File: src/rtl/serial_subtractor.sv
// Bit-serial subtractor: DIFF = A - B - BORROW_IN, one bit per clock, LSB first.
// One full-subtractor cell plus a borrow flop, with a start/busy/done handshake.
module serial_subtractor #(
    parameter int WIDTH = 8
) (
    input  logic             CLK,
    input  logic             RST,
    input  logic             START,
    input  logic [WIDTH-1:0] A,
    input  logic [WIDTH-1:0] B,
    input  logic             BORROW_IN,
    output logic             BUSY,
    output logic             DONE,
    output logic [WIDTH-1:0] DIFF,
    output logic             BORROW_OUT
);

    localparam int CW = $clog2(WIDTH + 1);
    localparam logic [CW-1:0] LAST = CW'(WIDTH - 1);

    typedef enum logic [1:0] {
        IDLE   = 2'd0,
        SHIFT  = 2'd1,
        FINISH = 2'd2
    } state_t;

    state_t           state_q, state_d;
    logic [WIDTH-1:0] a_q, a_d;
    logic [WIDTH-1:0] b_q, b_d;
    logic [WIDTH-1:0] res_q, res_d;
    logic [WIDTH-1:0] diff_q, diff_d;
    logic [CW-1:0]    cnt_q, cnt_d;
    logic             bf_q, bf_d;
    logic             bout_q, bout_d;
    logic             busy_q, busy_d;
    logic             done_q, done_d;

    logic             d_bit;
    logic             b_next;

    // Full-subtractor cell on the current LSBs and the stored borrow.
    always_comb begin
        d_bit  = a_q[0] ^ b_q[0] ^ bf_q;
        b_next = (~a_q[0] & b_q[0]) | (~(a_q[0] ^ b_q[0]) & bf_q);
    end

    // Next-state logic; results only move to DIFF/BORROW_OUT on the last bit.
    always_comb begin
        state_d = state_q;
        a_d     = a_q;
        b_d     = b_q;
        res_d   = res_q;
        diff_d  = diff_q;
        cnt_d   = cnt_q;
        bf_d    = bf_q;
        bout_d  = bout_q;
        done_d  = 1'b0;
        case (state_q)
            IDLE: begin
                if (START) begin
                    a_d     = A;
                    b_d     = B;
                    bf_d    = BORROW_IN;
                    res_d   = '0;
                    cnt_d   = '0;
                    state_d = SHIFT;
                end
            end
            SHIFT: begin
                a_d   = a_q >> 1;
                b_d   = b_q >> 1;
                res_d = {d_bit, res_q[WIDTH-1:1]};
                bf_d  = b_next;
                cnt_d = cnt_q + 1'b1;
                if (cnt_q == LAST) begin
                    diff_d  = {d_bit, res_q[WIDTH-1:1]};
                    bout_d  = b_next;
                    done_d  = 1'b1;
                    state_d = FINISH;
                end
            end
            FINISH: begin
                state_d = IDLE;
            end
            default: begin
                state_d = IDLE;
            end
        endcase
        busy_d = (state_d != IDLE);
    end

    // State and registered outputs; synchronous reset aborts any operation.
    always_ff @(posedge CLK) begin
        if (RST) begin
            state_q <= IDLE;
            a_q     <= '0;
            b_q     <= '0;
            res_q   <= '0;
            diff_q  <= '0;
            cnt_q   <= '0;
            bf_q    <= 1'b0;
            bout_q  <= 1'b0;
            busy_q  <= 1'b0;
            done_q  <= 1'b0;
        end else begin
            state_q <= state_d;
            a_q     <= a_d;
            b_q     <= b_d;
            res_q   <= res_d;
            diff_q  <= diff_d;
            cnt_q   <= cnt_d;
            bf_q    <= bf_d;
            bout_q  <= bout_d;
            busy_q  <= busy_d;
            done_q  <= done_d;
        end
    end

    assign BUSY       = busy_q;
    assign DONE       = done_q;
    assign DIFF       = diff_q;
    assign BORROW_OUT = bout_q;

endmodule

File: config.mk
export PLATFORM = sky130hd
export DESIGN_NAME = serial_subtractor
export DESIGN_NICKNAME = d
export VERILOG_FILES = /design/src/rtl/serial_subtractor.sv
export SDC_FILE = /design/constraint.sdc
export NUM_CORES = 1
export LEC_CHECK = 0
export CAP_MARGIN = 10
export CORE_ASPECT_RATIO = 0.75
export CORE_MARGIN = 2
export CORE_UTILIZATION = 55
export DETAILED_ROUTE_END_ITERATION = 10
export PLACE_DENSITY = 0.8
export SLEW_MARGIN = 20
export SYNTH_ARGS = -nofsm -noshare
export SYNTH_HDL_FRONTEND = slang
export SYNTH_SLANG_ARGS = --single-unit
File: constraint.sdc
create_clock -name CLK -period 2.6 [get_ports CLK]
set_input_delay 0.26 -clock CLK [delete_from_list [all_inputs] [get_ports CLK]]
set_output_delay 0.26 -clock CLK [all_outputs]
set_load 0.03 [all_outputs]
==> metrics.md <==
| Metric | Value |
|---|---|
| Final WL | `3.68 mm` |
| Required time of the critical path | `2.77 ns` |
| DIE HEIGHT | `about 52 um` |
| Clk slew on worst S/H paths | `0.07 ns` |
| Core ar. | `between 0.002 and 0.003 mm2` |
| Largest area contributor in the synthesized netlist | `dfxtp_1` |
| Syn Nets | `approximately 210` |
| Port bufs | `30` |
| Final min period | `approximately 1.7 ns` |
| Min-delay src | `DIFF[0]` |
| Die width | `slightly below 70 um` |
| Diodes inserted | `0` |
| Number of synthesized flops with an enable pin | `0` |
| Sink of the worst hold path | `DIFF[0]` |
| Most frequent cells in the layout | `dfxtp_1 (41), clkdlybuf4s50_1 (30), o21ai_0 (22), a21oi_1 (21), nor2_1 (13)` |
| Post-synth top area share | `48.9%` |
| WHS Path Cells | `2` |
| CTS H-tree depth | `2` |
| Nets | `about 230` |
| CP Data Arrival Time | `1.89 ns` |
| Area contributors post-synth | `dfxtp_1 (49%), o21ai_0 (6.6%), a21oi_1 (6.3%), a22oi_1 (4.5%), a31o_2 (3.7%)` |
| PD cells | `581 mW/mm2` |
| Reg2Reg Setup Slack | `0.88 ns` |
| Worst Clk Skew | `0.00183 ns` |
| Critical Path Start Type | `register` |
| Fin. Hold Viols | `0` |
| CTS Sinks | `41` |
| Die area | `0.00351 mm2` |
| CTS tree | `done` |
| Setup tns final | `0 ns` |
| YS warnings | `0` |
| Initial DRC count | `150` |
| First-pass GRT wire length | `6.20 mm` |
| GR Util All Layers | `24.4%` |
| Number of synthesized register bits | `between 40 and 50` |
| Maximum vdd drop | `334 uV` |
| Post-synthesis sequential area ratio | `48.9%` |
| Final period util | `66.2%` |
| CTS Buffer Depth | `2` |
| CTS Buf Count | `5` |
| Row count | `17` |
| Hold Buf Count CTS | `0` |
| Synth Instances | `about 180` |
| Max Cap Violations | `0` |
| Reg-to-Reg Start | `state_q[0]` |
| Post-synth cell types | `38` |
| Status | `completed` |
| Reg-to-Reg End | `DIFF[0]` |
| I/O Pins | `31` |
| Via density | `about 6` |
| Ys flop type | `dfxtp_1` |
| Synthesis-to-layout area growth | `23.3%` |
| Highest Clock Rate | `0.581 GHz` |
| Filler Cells Inserted | `224` |
| Drt first pass iters | `4` |
| Routed len/inst | `14.9 um` |
| Initial Util | `57.6%` |
| Avg Inst Size Synth | `9.17 um2` |
| Post_cts resized | `0` |
| CP Capture Type | `register` |
| Multi-input combinational cell area | `769 um2` |
| Worst-Margin Slew | `approximately 0.62 ns` |
| Antenna violations before repair | `0` |
| Vias | `1,455` |
| Setup violators final | `0` |
| DRT antenna net count | `0` |
| Pin count of the biggest net entering global routing | `27` |
| Reg2Reg Depth | `4` |
| Hold slack | `0.462 ns` |
| Fin. max-slew vios | `0` |
| Commonest non-fill, non-tap cell in the layout | `dfxtp_1` |
| RSZ-0062 raised after global routing | `false` |
| Final Wtd Congestion | `~0.73` |
| Storage element area | `821 um2` |
| Worst slew margin | `58.6%` |
| Remaining DRCs | `0` |
| Async set or reset register ratio after synthesis | `0%` |
| Total gr overflow | `0` |
| Maximum fanout along the worst path | `18` |
| Layout cell share with drive strength beyond 1 | `between 10 and 15%` |
| Post-Syn Area | `0.00168 mm2` |
| Postcts setup bufs | `0` |
| Dpl hpwl | `approximately 2.5 mm` |
| Worst skew pair latency | `roughly 0.29 ns` |
| Number of global-route vias before repair | `1,323` |
| Leakage Power | `0.769 nW` |
| Worst Hold Class | `register to register` |
| Crit Path Category | `register to register` |
| CTS Root Cell | `clkbuf_8` |
==> how the worst max path moves through the flow <==
stage                from  endpoint  slack (ns)  depth (start not counted)
2_1_floorplan    cnt_q[0]   DIFF[1]        1.23                          5
3_3_place_gp        START    b_q[0]        0.92                          4
3_5_place_dp        START    a_q[2]        0.85                          4
4_1_cts        state_q[0]   DIFF[4]        0.88                          4
5_1_grt        state_q[0]   DIFF[0]        0.71                          4
6_report       state_q[0]   DIFF[0]        0.88                          4
==> stage by stage <==
stage,worst slack (ns),instances,utilization (%),area (um2),power [mW]
4_1_cts,0.881,248,71.0,2070,1.21
3_3_place_gp,0.922,240,68.2,1990,0.815
2_1_floorplan,1.23,183,-,1680,0.768
3_5_place_dp,0.851,240,68.2,1990,0.823
6_report,0.880,248,71.0,2070,1.20
5_1_grt,0.713,248,71.0,2070,1.26
==> state kept, by name (all words and copies together), names as in the netlist <==
| signal | cells |
|---|---|
| state_q | 2 |
| a_q | 8 |
| res_q | 7 |
| b_q | 8 |
| BORROW_OUT | 1 |
| cnt_q | 4 |
| DONE | 1 |
| BUSY | 1 |
| DIFF | 8 |
| bf_q | 1 |
==> cell type report <==
| class | instances | share of cell area [%] |
|---|---|---|
| well taps | 38 | 2.30 |
| repair buffers | 34 | 16.0 |
| multi-input cells | 122 | 37.2 |
| clock inverters | 2 | 0.484 |
| inverters | 5 | 0.907 |
| clock buffers | 6 | 3.51 |
| flip-flops and latches | 41 | 39.7 |
==> critical path, stage by stage, from the launching register on <==
cell     delay (ns)
dfxtp_1        0.65
and4b_1        0.27
buf_4          0.18
and2_1         0.36
o21ai_0        0.14
==> where the power goes <==
part | switching (mW) | internal, mW
sequential | 0.0194 | 0.657
combinational | 0.0677 | 0.0669
clock | 0.206 | 0.186
==> kinds of logic after synthesis <==
logic type / synth area share, %
adder cells (fa/ha/maj): 1.94
AND/OR/NAND/NOR: 15.9
flip-flops: 48.9
AO/OA/AOI/OAI: 27.4
buffers and inverters: 5.22
multiplexers: 0.597
==> synth_stat cells (2+ instances only) <==
master / count
a21oi_1: 21
o22ai_1: 4
buf_2: 4
a211oi_1: 2
clkbuf_1: 8
o21ai_0: 22
nand3_1: 2
nor2_1: 13
inv_1: 3
dfxtp_1: 41
a221oi_1: 2
nand2b_1: 8
nor3_1: 2
or3b_2: 5
a22oi_1: 10
a31o_2: 7
or3b_1: 4
and3_1: 2
buf_4: 2
nand2_1: 3
==> per-layer routing <==
layer | wire length (um) | global-route usage [%]
met5 | 0 | 0
met4 | 55 | 8.00
met3 | 210 | 9.31
met2 | 1780 | 38.6
met1 | 1630 | 30.8
No activity file was read; power rests on OpenSTA's default activity.
